--- src/rtl/spi_reg_pkg.sv ---
// Shared definitions for the SPI register bank: register indices, FSM states and IRQ bits.
package spi_reg_pkg;

    localparam int IDX_W = 7;
    localparam int IRQ_W = 3;

    localparam logic [IDX_W-1:0] REG_ID       = 7'h00;
    localparam logic [IDX_W-1:0] REG_STATUS   = 7'h01;
    localparam logic [IDX_W-1:0] REG_CTRL     = 7'h02;
    localparam logic [IDX_W-1:0] REG_SCRATCH  = 7'h03;
    localparam logic [IDX_W-1:0] REG_WR_CNT   = 7'h04;
    localparam logic [IDX_W-1:0] REG_IRQ_STAT = 7'h05;
    localparam logic [IDX_W-1:0] REG_IRQ_EN   = 7'h06;
    localparam logic [IDX_W-1:0] REG_ERR_CNT  = 7'h07;

    localparam int IRQ_CTRL_BIT    = 0;
    localparam int IRQ_SCRATCH_BIT = 1;
    localparam int IRQ_EVT_BIT     = 2;

    typedef enum logic [1:0] {
        ST_IDLE   = 2'd0,
        ST_COMMIT = 2'd1,
        ST_HOLD   = 2'd2
    } state_t;

endpackage

--- src/rtl/spi_reg_bank.sv ---
// Register bank behind spi_slave: one commit per i_spi_over period, registered read mux, IRQ.
// Optional feature: define SPI_REG_ERRCNT_EN to add the ERR_CNT register at index 0x07.
module spi_reg_bank
    import spi_reg_pkg::*;
#(
    parameter int                    DATA_WIDTH = 16,
    parameter int                    ADDR_WIDTH = 8,
    parameter logic [DATA_WIDTH-1:0] ID_VALUE   = 16'h0AD0,
    parameter logic [DATA_WIDTH-1:0] CTRL_RST   = 16'h0000
) (
    input  logic                  clk_out1,
    input  logic                  i_rst_n,
    input  logic                  i_spi_over,
    input  logic                  i_txreq,
    input  logic [ADDR_WIDTH-1:0] i_addr,
    input  logic [DATA_WIDTH-1:0] i_rxdata,
    input  logic [DATA_WIDTH-1:0] i_status,
    input  logic                  i_evt,
    output logic [DATA_WIDTH-1:0] o_txdata,
    output logic [DATA_WIDTH-1:0] o_ctrl,
    output logic                  o_wr_pulse,
    output logic [IDX_W-1:0]      o_wr_index,
    output logic                  o_irq
);

    state_t                  state, state_nx;
    logic [IDX_W-1:0]        index;
    logic                    unused_rw_flag;
    logic                    commit;
    logic                    is_rw;
    logic                    wr_pulse;
    logic [DATA_WIDTH-1:0]   scratch;
    logic [DATA_WIDTH-1:0]   wr_cnt;
    logic [IRQ_W-1:0]        irq_stat;
    logic [IRQ_W-1:0]        irq_en;
    logic [IRQ_W-1:0]        irq_set;
    logic [IRQ_W-1:0]        irq_clr;
    logic [DATA_WIDTH-1:0]   rd_word;

    // The rw flag only tells spi_slave the direction; decode uses the index alone.
    assign index          = i_addr[IDX_W-1:0];
    assign unused_rw_flag = i_addr[ADDR_WIDTH-1];
    assign commit         = (state == ST_COMMIT);
    assign is_rw          = (index == REG_CTRL) || (index == REG_SCRATCH) ||
                            (index == REG_IRQ_STAT) || (index == REG_IRQ_EN);

    // NOTE: sequential state uses non-blocking assignments with an async active-low reset.
    always_ff @(posedge clk_out1 or negedge i_rst_n) begin
        if (!i_rst_n) state <= ST_IDLE;
        else          state <= state_nx;
    end

    // NOTE: every combinational output gets a default first so no latch is inferred.
    always_comb begin
        state_nx = state;
        wr_pulse = 1'b0;
        case (state)
            ST_IDLE:   if (i_spi_over) state_nx = i_txreq ? ST_HOLD : ST_COMMIT;
            ST_COMMIT: begin
                state_nx = ST_HOLD;
                wr_pulse = is_rw;
            end
            ST_HOLD:   if (!i_spi_over) state_nx = ST_IDLE;
            default:   state_nx = ST_IDLE;
        endcase
    end

    assign o_wr_pulse = wr_pulse;

    always_comb begin
        irq_set                  = '0;
        irq_set[IRQ_CTRL_BIT]    = wr_pulse && (index == REG_CTRL);
        irq_set[IRQ_SCRATCH_BIT] = wr_pulse && (index == REG_SCRATCH);
        irq_set[IRQ_EVT_BIT]     = i_evt;
        irq_clr                  = (wr_pulse && (index == REG_IRQ_STAT)) ? i_rxdata[IRQ_W-1:0] : '0;
    end

    always_ff @(posedge clk_out1 or negedge i_rst_n) begin
        if (!i_rst_n) begin
            o_ctrl     <= CTRL_RST;
            scratch    <= '0;
            wr_cnt     <= '0;
            irq_stat   <= '0;
            irq_en     <= '0;
            o_wr_index <= '0;
            o_irq      <= 1'b0;
        end else begin
            if (wr_pulse) begin
                wr_cnt     <= wr_cnt + 1'b1;
                o_wr_index <= index;
                if (index == REG_CTRL)    o_ctrl  <= i_rxdata;
                if (index == REG_SCRATCH) scratch <= i_rxdata;
                if (index == REG_IRQ_EN)  irq_en  <= i_rxdata[IRQ_W-1:0];
            end
            // Set has priority over a W1C clear landing in the same cycle.
            irq_stat <= (irq_stat & ~irq_clr) | irq_set;
            o_irq    <= |(irq_stat & irq_en);
        end
    end

`ifdef SPI_REG_ERRCNT_EN
    logic [DATA_WIDTH-1:0] err_cnt;

    always_ff @(posedge clk_out1 or negedge i_rst_n) begin
        if (!i_rst_n) begin
            err_cnt <= '0;
        end else if (commit && (index == REG_WR_CNT)) begin
            err_cnt <= '0;
        end else if (commit && !is_rw && (err_cnt != '1)) begin
            err_cnt <= err_cnt + 1'b1;
        end
    end
`endif

    always_comb begin
        rd_word = '0;
        case (index)
            REG_ID:       rd_word = ID_VALUE;
            REG_STATUS:   rd_word = i_status;
            REG_CTRL:     rd_word = o_ctrl;
            REG_SCRATCH:  rd_word = scratch;
            REG_WR_CNT:   rd_word = wr_cnt;
            REG_IRQ_STAT: rd_word = {{(DATA_WIDTH-IRQ_W){1'b0}}, irq_stat};
            REG_IRQ_EN:   rd_word = {{(DATA_WIDTH-IRQ_W){1'b0}}, irq_en};
`ifdef SPI_REG_ERRCNT_EN
            REG_ERR_CNT:  rd_word = err_cnt;
`endif
            default:      rd_word = '0;
        endcase
    end

    // The read word is frozen during COMMIT so spi_slave never sees a half-updated value.
    always_ff @(posedge clk_out1 or negedge i_rst_n) begin
        if (!i_rst_n)     o_txdata <= '0;
        else if (!commit) o_txdata <= rd_word;
    end

endmodule

--- config.mk ---
export PLATFORM = sky130hd
export DESIGN_NAME = spi_reg_bank
export DESIGN_NICKNAME = d
export VERILOG_FILES = /design/src/rtl/spi_reg_pkg.sv /design/src/rtl/spi_reg_bank.sv
export SDC_FILE = /design/constraint.sdc
export NUM_CORES = 1
export LEC_CHECK = 0
export BUFFER_PORTS_ARGS = -buffer_cell sky130_fd_sc_hd__buf_2
export CORE_UTILIZATION = 24
export CTS_CLUSTER_DIAMETER = 80
export CTS_CLUSTER_SIZE = 14
export DETAILED_ROUTE_END_ITERATION = 12
export GPL_ROUTABILITY_DRIVEN = 1
export GPL_TIMING_DRIVEN = 0
export PLACE_DENSITY = 0.42
export SLEW_MARGIN = 10
export SYNTH_ARGS = -nofsm -noshare
export SYNTH_HDL_FRONTEND = slang
export SYNTH_SLANG_ARGS = --single-unit
--- constraint.sdc ---
create_clock -name clk_out1 -period 4.7 [get_ports clk_out1]
set_input_delay 0.94 -clock clk_out1 [delete_from_list [all_inputs] [get_ports clk_out1]]
set_output_delay 0.94 -clock clk_out1 [all_outputs]
set_load 0.005 [all_outputs]
### Word level (Yosys, flattened, before mapping)

Cells that the tools add are included.
W data, S select, Z words.

* bitwise gates (word level): 4
* $add $sub $neg: 1
* muxes and demuxes: 7
* reductions and logical operators: 13
* equal/unequal tests: 10

Operator list (number)
* $pmux W16 S7: 1
* $eq A7 B3 Y1 const B: 3
* $add A16 B1 Y16 const B: 1
* $eq A7 B2 Y1 const B: 2
* $reduce_and A2 Y1: 4
* $eq A7 B1 Y1 const B: 1
* $logic_not A7 Y1: 1
* $and A3 B3 Y3: 2
* $mux W2: 3
* $pmux W2 S3: 1
* $ne A2 B2 Y1 const B: 2
* $logic_and A1 B1 Y1: 3
* $logic_or A1 B1 Y1: 3
* $mux W3: 1
* $not A3 Y3: 1
* $or A3 B3 Y3: 1
* $reduce_or A3 Y1: 1
* $eq A2 B1 Y1 const B: 1
* $eq A2 B2 Y1 const B: 1
* $logic_not A2 Y1: 1
* $mux W1: 1

* word-level logic and storage cells: 44
* input bits: 45
* bits in registers: 80

### Longest topological paths before layout

* word-level depth: 10
* mapped depth: 6
* depth with buffers taken out: 4

### Least setup slack after synthesis

Ideal clock, no wire load.

* path kind: in2out
* start point: input port i_addr[2]
* end point: output port o_wr_pulse
* arrival: 2085 ps
* stages: 5
* path slack: 1675 ps
* path buffers: 2
* path through: clkbuf_1 > a21boi_0 > o211ai_1 > clkbuf_1 > inv_1

* cells in the longest elaborated chain, start to end: 5

Ends and longest elaborated chain
* start, declared: RTL line spi_reg_bank.sv:15 `input logic [ADDR_WIDTH-1:0] i_addr,`
* $eq A7 B2 Y1: RTL line spi_reg_bank.sv:44 `assign is_rw = (index == REG_CTRL) || (index == REG_SCRATCH) ||`
* $logic_or A1 B1 Y1 (2 in series): RTL line spi_reg_bank.sv:44
* $logic_or A1 B1 Y1 *: RTL line spi_reg_bank.sv:45 `(index == REG_IRQ_STAT) || (index == REG_IRQ_EN);`
* $mux W1 *: RTL line spi_reg_bank.sv:57 `case (state)`
* end, declared: RTL line spi_reg_bank.sv:21 `output logic o_wr_pulse,`

Every way passes the cells marked *; elsewhere a longest branch is shown, timed or not.

### Worst setup path in the final report

* start point: input port i_addr[0]
* end point: output port o_wr_pulse

The elaborated chain is that of the path after synthesis.

==> summary.txt <==
Worst R2R Path Depth - 6
ranking of synthesized cells by area - dfrtp_1 (54%), mux2_2 (5.8%), mux2_1 (5.5%), mux2i_1 (4.6%), nand2_1 (2.7%)
worst relative slew slack - 0.4790
Die Ht - 126.2 um
Worst Hold End - state[0]
Die Width - 126.2 um
vias in the first global route - 2862
Worst R2R Setup Slack - 2530 ps
Final Non-Filler Cells - 587
commonest cells after routing, fill and taps aside - buf_2 (83), dfrtp_1 (80), nand2_1 (27), mux2_2 (19), mux2_1 (18)
# IOs - 86
largest net degree at the start of global routing - 63
Ant. Diodes - 0
Overall Global Routing Usage - 0.1351
clock skew - 6.802 ps
final cycle utilization of the critical path - 0.7657
DP HPWL - 7.748 mm
reg-to-reg critical path endpoint - o_ctrl[13]
residual DRC count - 0
worst path cell trace - clkbuf_1, a21boi_0, o211ai_1, clkbuf_1, inv_1, buf_2
Leak Pwr - 2.358 nW
worst slew pin tran - 780.6 ps
synthesis-to-layout area growth - 25.46%
Critical Path AT - 2660 ps
setup bufs post-CTS - 0
Routability Congestion - 0.7924
CP delay by family, top - buffers and inverters
required time of the critical path - 3760 ps
Clock Pin Slew Worst Setup and Hold Paths - 60 ps
CTS buffer count - 9
Clock Path Buffers - 2
Clock Latency Late Sink - 340 ps
drt initial violations - 107
peak supply drop - 0.1483 mV
area leader, netlist - dfrtp_1
share of layout cells above drive strength 1 - 0.3208
Congestion Overflow GR - 0
number of fillers in the final layout - 1566
Tmin final - 3599 ps
Starting Density - 0.2446
CTS tree - yes
fin nets - 441
RSZ-0062 raised after global routing - no
Mapped Area - 3705 um2
1st-pass router iterations - 4
Crit. Startpoint - i_addr[0]
row cnt - 45
setup_tns - 0 ps
routed len/inst - 17.30 um
most common cell after layout, fill and taps aside - buf_2
Most common cell on crit path - clkbuf_1
Hold WC Path Type - reg -> reg
Yosys reg bits - 80
Startpoint Class - primary input
Critical Path Max Stage Delay - 430 ps
final hold vios - 0
syn nets - 348
total power - 0.001463 W
DR vias/cell - 4.687
routed via count - 2751
core area - 15150 um2
Routed WL - 10.16 mm
CTS H-Tree Depth - 3
Worst Setup End Kind - output pin
CP bufs+invs - 4
TritonCTS sink count - 80
crit-path max FO - 10
Syn Inst Count - 302
sequential share of the synthesized area - 0.5404
Post-Syn Area per Cell - 12.27 um2
post-synthesis async set-or-reset flop share - 1.000
full die area - 15940 um2
initial antenna violation count - 0
Post-synth EDFFs - 0
PwrDens - 314.8 nW/um2
outcome - complete, no violations
Post-CTS Resized - 0
PortBufs - 81
synth unique cells - 47
DP Cell Count - 572
Hold Path Origin - state[1]
Synth top area share - 0.5404
post-route ant nets - 0
Max Cap Viol - 0
slowest CP cell - o211ai_1
Achievable Freq - 277.9 MHz
Yosys warning total - 0
Most used DFF post-synth - dfrtp_1
setup violators final - 0
CTS Root Cell - clkbuf_16
fin. max-slew vios - 0
first-pass GRT wire length - 16.08 mm
Hold Path Stages - 1
Post-CTS Hold Buffers - 0
Setup CP Type - in -> out
worst r2r src - state[0]
==> power breakdown <==
group / total, W / internal (W) / switching, W
Sequential: 0.000713 / 0.000703 / 0.0000103
Combinational: 0.000104 / 0.0000411 / 0.0000630
Clock: 0.000646 / 0.000368 / 0.000279
Total: 0.00146 / 0.00111 / 0.000352
==> Yosys cell counts (6+ instances only) <==
cell type  number
a21o_1          6
dfrtp_1        80
mux2_1         18
xor2_1          8
inv_1           7
mux2i_1        17
xnor2_1         7
clkbuf_1        9
nand2_1        27
a22oi_1        12
nor3_1          6
nand3_1         8
mux2_2         19
o21ai_0        10
==> per-layer routing <==
metal / vias to the layer above / track usage / part of all wire
met1: 1336 / 0.1748 / 0.46
met4: 0 / 0.06591 / 0.024
met5: - / 0 / 0
met3: 21 / 0.02591 / 0.051
met2: 88 / 0.2161 / 0.46
li1: 1306 / - / -
==> kinds of logic (layout without fill, tap and decap cells) <==
logic type / after synthesis / count (layout) / synth area share
flip-flops: 80 / 80 / 0.5404
buffers and inverters: 21 / 118 / 0.02634
XOR/XNOR: 15 / 15 / 0.03546
AO/OA/AOI/OAI: 54 / 54 / 0.1094
adder cells (fa/ha/maj): 1 / 1 / 0.003377
AND/OR/NAND/NOR: 77 / 77 / 0.1267
multiplexers: 54 / 54 / 0.1584
==> per-stage QoR <==
stage / util / instance area (um2) / hold WS (ps) / setup WS, ps
after floorplan: - / 3705 / 439.1 / 1675
after global placement: 0.2869 / 4345 / 453.6 / 1154
after detailed placement: 0.2889 / 4375 / 465.7 / 1088
after CTS: 0.3069 / 4648 / 473.4 / 1075
after global routing: 0.3069 / 4648 / 489.7 / 929.9
final: 0.3069 / 4648 / 471.2 / 1101
==> cell type report <==
cell class                 instances  area (um2)  area share
multi-input combinational        201        1605      0.3454
timing repair buffer              82       435.4     0.09367
clock inverter                     5       33.78    0.007268
inverter                           7       26.28    0.005653
tap                              188       235.2     0.05061
clock buffer                      10       239.0     0.05141
buffer                            14       71.32     0.01534
sequential                        80        2002      0.4307
==> flip-flops by register name, indices dropped and copies added (netlist names) <==
register,cells
irq_en,3
irq_stat,3
o_txdata,16
o_wr_index,7
state,2
o_ctrl,16
wr_cnt,16
o_irq,1
scratch,16
==> worst reg2reg max path: cells and delay by family (launching register included) <==
family	cells	cell delay, ps
buf+inv	2	500
simple gates	3	840
mux	1	340
flops	1	380
==> worst max path at each step <==
stage | end | slack [ps] | cells after the start
finish | o_wr_pulse | 1100 | 6
detailed placement | o_wr_pulse | 1090 | 6
CTS | o_wr_pulse | 1080 | 6
floorplan | o_wr_pulse | 1670 | 5
global route | o_wr_pulse | 930 | 6
global placement | o_wr_pulse | 1150 | 6
(Power assumes the default switching activity.)
